## src/rtl/seg7_scan_driver.sv

```systemverilog
// Time-multiplexed N-digit seven-segment driver with shadow load,
// leading-zero blanking, per-digit blink, anode dead time and frame tick.
module seg7_scan_driver #(
  parameter int NUM_DIGITS       = 4,
  parameter int SCAN_PERIOD      = 120000,
  parameter int BLINK_DIV        = 100,
  parameter bit ANODE_ACTIVE_LOW = 1'b1,
  parameter bit SEG_ACTIVE_LOW   = 1'b0
) (
  input  logic                    clk,
  input  logic                    reset,
  input  logic [4*NUM_DIGITS-1:0] data_in,
  input  logic [NUM_DIGITS-1:0]   dp_in,
  input  logic                    load,
  input  logic                    blank_lz,
  input  logic [NUM_DIGITS-1:0]   blink_en,
  output logic [NUM_DIGITS-1:0]   anodes,
  output logic [6:0]              segments,
  output logic                    dp,
  output logic                    frame_tick
);

  localparam int TW = $clog2(SCAN_PERIOD);
  localparam int IW = (NUM_DIGITS > 1) ? $clog2(NUM_DIGITS) : 1;
  localparam int BW = (BLINK_DIV > 1) ? $clog2(BLINK_DIV) : 1;
  localparam logic [TW-1:0] T_LAST = TW'(SCAN_PERIOD - 1);
  localparam logic [TW-1:0] T_DEAD = TW'(1);
  localparam logic [IW-1:0] D_LAST = IW'(NUM_DIGITS - 1);
  localparam logic [BW-1:0] B_LAST = BW'(BLINK_DIV - 1);

  logic [TW-1:0]           timer_q, timer_d;
  logic [IW-1:0]           digit_q, digit_d;
  logic [IW-1:0]           slot_q, slot_d;
  logic [4*NUM_DIGITS-1:0] shadow_q, shadow_d;
  logic [NUM_DIGITS-1:0]   sdp_q, sdp_d;
  logic [BW-1:0]           bcnt_q, bcnt_d;
  logic                    bphase_q, bphase_d;
  logic [NUM_DIGITS-1:0]   an_q, an_d;
  logic [6:0]              seg_q, seg_d;
  logic                    dp_q, dp_d;
  logic                    ftick_q, ftick_d;

  logic       wrap;
  logic       frame_end;
  logic       slot_start;
  logic [3:0] nib;
  logic       nib_dp;
  logic       nib_blink;
  logic       upper_zero;
  logic       blank;
  logic [6:0] pat;

  function automatic logic [6:0] hex7(input logic [3:0] h);
    logic [6:0] p;
    p = 7'b0000000;
    unique case (h)
      4'h0: p = 7'b1111110;
      4'h1: p = 7'b0110000;
      4'h2: p = 7'b1101101;
      4'h3: p = 7'b1111001;
      4'h4: p = 7'b0110011;
      4'h5: p = 7'b1011011;
      4'h6: p = 7'b1011111;
      4'h7: p = 7'b1110000;
      4'h8: p = 7'b1111111;
      4'h9: p = 7'b1111011;
      4'hA: p = 7'b1110111;
      4'hB: p = 7'b0011111;
      4'hC: p = 7'b1001110;
      4'hD: p = 7'b0111101;
      4'hE: p = 7'b1001111;
      4'hF: p = 7'b1000111;
    endcase
    return p;
  endfunction

  always_comb begin
    shadow_d = load ? data_in : shadow_q;
    sdp_d    = load ? dp_in : sdp_q;

    wrap      = (timer_q == T_LAST);
    frame_end = wrap && (digit_q == D_LAST);
    timer_d   = wrap ? '0 : timer_q + TW'(1);
    digit_d   = digit_q;
    if (wrap) begin
      digit_d = (digit_q == D_LAST) ? '0 : digit_q + IW'(1);
    end

    bcnt_d   = bcnt_q;
    bphase_d = bphase_q;
    if (frame_end) begin
      if (bcnt_q == B_LAST) begin
        bcnt_d   = '0;
        bphase_d = ~bphase_q;
      end else begin
        bcnt_d = bcnt_q + BW'(1);
      end
    end

    nib        = 4'h0;
    nib_dp     = 1'b0;
    nib_blink  = 1'b0;
    upper_zero = 1'b1;
    for (int i = 0; i < NUM_DIGITS; i++) begin
      if (IW'(i) == digit_q) begin
        nib       = shadow_q[4*i +: 4];
        nib_dp    = sdp_q[i];
        nib_blink = blink_en[i];
      end
      if (IW'(i) >= digit_q && shadow_q[4*i +: 4] != 4'h0) begin
        upper_zero = 1'b0;
      end
    end

    blank = (blank_lz && digit_q != '0 && upper_zero)
          || (bphase_q && nib_blink);
    pat   = hex7(nib);

    // Pattern is latched once per slot so a load never splits a slot.
    slot_start = (timer_q == '0);
    slot_d     = slot_start ? digit_q : slot_q;
    seg_d      = seg_q;
    dp_d       = dp_q;
    if (slot_start) begin
      seg_d = blank ? 7'b0000000 : pat;
      dp_d  = blank ? 1'b0 : nib_dp;
    end

    an_d = '0;
    if (timer_d != T_DEAD) begin
      for (int i = 0; i < NUM_DIGITS; i++) begin
        an_d[i] = (IW'(i) == slot_d);
      end
    end

    ftick_d = (timer_d == T_LAST) && (digit_d == D_LAST);
  end

  always_ff @(posedge clk or posedge reset) begin
    if (reset) begin
      timer_q  <= '0;
      digit_q  <= '0;
      slot_q   <= '0;
      shadow_q <= '0;
      sdp_q    <= '0;
      bcnt_q   <= '0;
      bphase_q <= 1'b0;
      an_q     <= '0;
      seg_q    <= '0;
      dp_q     <= 1'b0;
      ftick_q  <= 1'b0;
    end else begin
      timer_q  <= timer_d;
      digit_q  <= digit_d;
      slot_q   <= slot_d;
      shadow_q <= shadow_d;
      sdp_q    <= sdp_d;
      bcnt_q   <= bcnt_d;
      bphase_q <= bphase_d;
      an_q     <= an_d;
      seg_q    <= seg_d;
      dp_q     <= dp_d;
      ftick_q  <= ftick_d;
    end
  end

  assign anodes     = ANODE_ACTIVE_LOW ? ~an_q : an_q;
  assign segments   = SEG_ACTIVE_LOW ? ~seg_q : seg_q;
  assign dp         = SEG_ACTIVE_LOW ? ~dp_q : dp_q;
  assign frame_tick = ftick_q;

endmodule
```

## config.mk

```make
export PLATFORM = sky130hd
export DESIGN_NAME = seg7_scan_driver
export DESIGN_NICKNAME = d
export VERILOG_FILES = /design/src/rtl/seg7_scan_driver.sv
export SDC_FILE = /design/constraint.sdc
export NUM_CORES = 1
export LEC_CHECK = 0
export ABC_AREA = 1
export BUFFER_PORTS_ARGS = -buffer_cell sky130_fd_sc_hd__buf_2
export CAP_MARGIN = 20
export CELL_PAD_IN_SITES_DETAIL_PLACEMENT = 0
export CELL_PAD_IN_SITES_GLOBAL_PLACEMENT = 1
export CORE_UTILIZATION = 30
export DETAILED_ROUTE_END_ITERATION = 10
export PLACE_DENSITY_LB_ADDON = 0.1
export SLEW_MARGIN = 10
export SYNTH_ARGS = -nofsm -noshare
export SYNTH_HDL_FRONTEND = slang
export SYNTH_SLANG_ARGS = --single-unit
```

## constraint.sdc

```tcl
create_clock -name clk -period 2.5 [get_ports clk]
set_clock_uncertainty 0.05 [all_clocks]
set_input_delay 0.5 -clock clk [delete_from_list [all_inputs] [get_ports clk]]
set_output_delay 0.5 -clock clk [all_outputs]
set_load 0.1 [all_outputs]
```

* Word level (Yosys, flattened, before mapping)
Memory sizes are Yosys's and may differ from the RTL's. Index checks and enable logic that the tools add are counted.
Operators by class: add/sub/neg operators 3, bitwise logic cells 2, reductions and logical operators 19, equal/unequal tests 12, magnitude comparators 4, multipliers 0, shifts and indexed selects 0, muxes and demuxes 24, divide/modulo/power cells 0
Operator list (count):
- $eq 17x17->1 const B | 2
- $mux 4 | 5
- $add 17x1->17 const B | 1
- $logic_not 17->1 | 1
- $mux 17 | 1
- $ne 17x1->1 const B | 1
- $reduce_bool 4->1 | 4
- $mux 7 | 2
- $mux 1 | 13
- $logic_and 1x1->1 | 9
- $eq 2x2->1 const A | 4
- $add 7x1->7 const B | 1
- $eq 7x7->1 const B | 1
- $mux 2 | 3
- $eq 1x2->1 const A | 2
- $eq 2x2->1 const B | 2
- $ge 1x2->1 const A | 2
- $ge 2x2->1 const A | 2
- $logic_not 2->1 | 2
- $not 4->4 | 1
- $add 2x1->2 const B | 1
- $reduce_and 2->1 | 1
- $reduce_bool 2->1 | 1
- $logic_or 1x1->1 | 1
- $not 1->1 | 1
Storage, ports and cells: word-level logic and storage cells 76, ROM bits 112, bits of input ports 28, bits in latches 0, register bits after elaboration 62, RAM bits 0, memories 1, output and inout bits 13
Memory list:
- (no name shown) | words 16, bits a word 7, rd ports 1, clocked after memory_dff 0, write ports 0, line 56 | unique case (h)

* Depth between registers and ports, before layout
depth after elaboration 9, depth in mapped cells 15, depth with buffers taken out 14

* Least setup slack after synthesis
OpenSTA, ideal clock, no wires.
kind register to register, start point register digit_q[0], end point register seg_q[5], in the netlist segments[5], path slack 127 ps, clock period less this slack 2373 ps, arrival 2203 ps, buffers on the path 1, stages on the path, launching flop included 14, data required time 2330 ps, setup time 120 ps, path through dfrtp_1 > inv_1 > ha_1 > clkbuf_1 > a21oi_1 > o21ai_0 > a22oi_1 > inv_1 > ha_1 > or2_2 > nand2_1 > nand2_1 > nand2_1 > nand2_1
Between the ends: cells in the longest elaborated chain, start to end 9, elaborated cells on any way between the ends 31, classes of those cells 4 x order compare; 3 x eq/ne; 13 x mux; 10 x reduce/logical; 1 x memory
Ends and longest elaborated chain:
- start, declared | line 32 | logic [IW-1:0] digit_q, digit_d;
- start signal, assigned | line 154 | digit_q <= digit_d;
- branches (longest 8 deep; another with $mem_v2 16x7)
- $mux 7 * | line 125 | seg_d = blank ? 7'b0000000 : pat;
- end signal, assigned | line 161 | seg_q <= seg_d;
- end, declared | line 39 | logic [6:0] seg_q, seg_d;
Every way passes the cells marked *. A chain may end at the register's enable or synchronous reset.

* Worst setup path in the final report
Ends and elaborated chain as after synthesis.

==> impl_metrics.env <==
export IMPL_status="complete, but fails checks"
export IMPL_violations="design-rule violations"
export IMPL_cts_hold_buffers=0
export IMPL_avgSynthCellArea_um2=7.54
export IMPL_r2r_start="digit_q[0]"
export IMPL_hold_worst_slack_ns=0.182
export IMPL_cp_slowest_cell="dfrtp_1"
export IMPL_synth_largest_area_cell="dfrtp_1"
export IMPL_required_ns=2.68
export IMPL_first_pass_iters=7
export IMPL_row_count=39
export IMPL_worstMarginPinSlew_ns=0.561
export IMPL_setup_violations=0
export IMPL_cts_setup_buffers=0
export IMPL_cp_max_fo=5
export IMPL_p_clk_share_pct=49.8
export IMPL_layout_commonest_cell="nand2_1"
export IMPL_pin_count=41
export IMPL_crit_chain="inv_1 > ha_1 > nand2_1 > o22ai_1 > nand2_1 > nand2_1 > o21ai_0 > ha_1 > or2_2 > nand2_1 > nand2_1 > nand2_1 > nand2_1"
export IMPL_antenna_found_initial=0
export IMPL_finalWorstSetupSlack_ns=0.194
export IMPL_synth_top_family_by_area="simple AND/OR/NAND/NOR gates"
export IMPL_synth_area_mm2=0.00363
export IMPL_async_reset_ff_share_pct=100
export IMPL_grt_max_degree=63
export IMPL_clock_latency_ns=0.34
export IMPL_cts_clk_slew_worst_paths_ns=0.05
export IMPL_finalNetCount=575
export IMPL_regArea_mm2=0.00155
export IMPL_cp_end_kind="flop"
export IMPL_die_w_um=112
export IMPL_n_antenna_cell=0
export IMPL_io_buffer_count=40
export IMPL_reg2reg_depth=13
export IMPL_gp_congestion=0.805
export IMPL_period_share_pct=92.2
export IMPL_r2r_slack_ns=0.19
export IMPL_drive_above_1_share_pct=16.4
export IMPL_cts_sinks=62
export IMPL_drcViolationCount=2
export IMPL_synthAdderAreaFrac_pct=4.83
export IMPL_synth_cell_types=33
export IMPL_p_leak_nw=2.28
export IMPL_synthTopCellsByArea="dfrtp_1 43%, nand2_1 13%, inv_1 8.6%"
export IMPL_track_usage_pct=16.2
export IMPL_final_cell_count_no_fill=681
export IMPL_overflow=0
export IMPL_numCtsBuffers=9
export IMPL_synth_edf_count=0
export IMPL_p_int_mw=2.02
export IMPL_period_minus_slack_ns=2.31
export IMPL_cp_start_kind="flop"
export IMPL_hold_path_class="input port to asynchronous set/reset pin"
export IMPL_netSwitchingFraction_pct=25.5
export IMPL_setup_tns_ns=0
export IMPL_initial_core_util_pct=31.2
export IMPL_crit_start="digit_q[0]"
export IMPL_grt_pass1_vias=3133
export IMPL_cpMostUsedCell="nand2_1"
export IMPL_fmax_mhz=434
export IMPL_post_dp_cell_area_mm2=0.00405
export IMPL_via_per_inst=4.54
export IMPL_synth_cells=481
export IMPL_dieHeight_um=112
export IMPL_synth_mux_area_share_pct=0.931
export IMPL_dp_cells=665
export IMPL_cts_repair_resized=0
export IMPL_rsz0062_at_grt="true"
export IMPL_dp_hpwl_um=7040
export IMPL_pwr_share_comb_pct=10.9
export IMPL_tritoncts="built"
export IMPL_htree_num_levels=3
export IMPL_drt_iter0_drc=163
export IMPL_hold_viol_final=0
export IMPL_synth_simple_gate_area_share_pct=29.7
export IMPL_synth_seq_cells=62
export IMPL_switching_power_mw=0.693
export IMPL_synth_compound_area_share_pct=9.83
export IMPL_fin_area_mm2=0.00438
export IMPL_grt_pass1_wl_um=15600
export IMPL_cts_buffer_depth=2
export IMPL_sequentialPowerShare_pct=39.3
export IMPL_postRouteAntennaNets=0
export IMPL_core_area_mm2=0.0116
export IMPL_cap_violations=0
export IMPL_root_buffer="clkbuf_16"
export IMPL_final_max_slew_viol_count=0
export IMPL_synthToLayoutAreaGrowth_pct=20.8
export IMPL_synthFlopType="dfrtp_1"
export IMPL_slew_headroom_pct=62.6
export IMPL_yosysSeqAreaShare_pct=42.8
export IMPL_syn_nets=523
export IMPL_drt_wirelength_per_cell_um=13.5
export IMPL_path_class="flop to flop"
export IMPL_final_cell_mix="128 x nand2_1, 82 x inv_1, 62 x dfrtp_1"
export IMPL_synthXorXnorAreaFrac_pct=1.93
export IMPL_fillCellCount=1282
export IMPL_power_density_mw_per_mm2=619
export IMPL_max_stage_delay_ns=0.42
export IMPL_yosys_warnings=0
export IMPL_r2r_end="segments[5]"
export IMPL_die_area_mm2=0.0125
export IMPL_pre_cts_ws_ns=0.120
export IMPL_multiInputGateArea_mm2=0.00172
export IMPL_ir_worst_vdd_uv=324
export IMPL_synth_top_area_share_pct=42.8
export IMPL_vias=3094
export IMPL_worstPathArrival_ns=2.49
export IMPL_wl_um=9180
[critical path, delay by kind of cell, from the launching register on]
| kind | cells | cell delay, ns |
|---|---|---|
| flops | 1 | 0.42 |
| simple gates | 8 | 0.77 |
| compound gates | 2 | 0.27 |
| buf+inv | 1 | 0.15 |
| fa+ha+maj | 2 | 0.54 |
[layout make-up]
cell class | count | share of cell area, %
Tap cell | 143 | 4.08
Clock inverter | 6 | 1.94
Multi-Input combinational cell | 325 | 39.2
Timing Repair Buffer | 51 | 6.74
Inverter | 84 | 7.19
Sequential cell | 62 | 35.4
Clock buffer | 10 | 5.45
[power by group through the flow]
stage / logic, mW / clock network (mW) / registers, mW
final: 0.294 / 1.35 / 1.07
after global routing: 0.327 / 1.43 / 1.07
after CTS: 0.299 / 1.39 / 1.07
after detailed placement: 0.298 / 0 / 1.08
after global placement: 0.300 / 0 / 1.08
after floorplan: 0.120 / 0 / 1.18
[synth_stat cells (2+ instances only)]
| master | instances |
|---|---|
| a21oi_1 | 16 |
| a22oi_1 | 3 |
| buf_2 | 3 |
| clkbuf_1 | 6 |
| dfrtp_1 | 62 |
| ha_1 | 14 |
| inv_1 | 83 |
| mux2_2 | 3 |
| nand2_1 | 128 |
| nand3_1 | 31 |
| nand3_4 | 2 |
| nand4_1 | 10 |
| nor2_1 | 39 |
| nor2_2 | 4 |
| nor2_8 | 2 |
| nor3_1 | 9 |
| nor3_2 | 2 |
| nor4_1 | 3 |
| o211ai_1 | 2 |
| o21a_1 | 2 |
| o21ai_0 | 32 |
| o21ai_1 | 3 |
| o22ai_1 | 4 |
| o31ai_1 | 2 |
| or2_2 | 2 |
| xnor2_1 | 3 |
| xor2_1 | 5 |
[routing by layer]
metal	up-vias	track usage, %	part of all wire [%]
li1	1633	-	-
met1	1400	23.4	54
met2	48	23.1	41
met3	13	2.83	3.1
met4	0	8.27	2.2
met5	-	0	0
[per-stage QoR]
stage          total power [mW]  util [%]
6_report                   2.71      37.7
5_1_grt                    2.83      37.7
4_1_cts                    2.76      37.7
3_5_place_dp               1.38      34.9
3_3_place_gp               1.38      34.9
2_1_floorplan              1.30         -
[cells by family (layout without fill, tap and decap cells)]
| logic type | Yosys count | after routing |
|---|---|---|
| adders and majority gates | 14 | 14 |
| and+or+nand+nor | 235 | 235 |
| muxes | 3 | 3 |
| xor gates and xnor gates | 8 | 8 |
| AOI/OAI and AO/OA | 65 | 65 |
| DFF | 62 | 62 |
| buffers and inverters | 94 | 151 |
[flip-flops by register name, summed over array words and instances, names as in the netlist, 2 cells and up]
signal,flops
segments,7
sdp_q,4
digit_q,2
timer_q,17
an_q,4
shadow_q,16
slot_q,2
bcnt_q,7
[how the worst max path moves through the flow]
stage	cells after the start	slack, ns	endpoint
5_1_grt	12	-0.009	segments[5]
4_1_cts	12	0.11	segments[5]
6_report	13	0.19	segments[5]
3_5_place_dp	12	0.12	segments[5]
3_3_place_gp	12	0.16	segments[5]
2_1_floorplan	13	0.13	segments[5]
(Power assumes the default switching activity.)
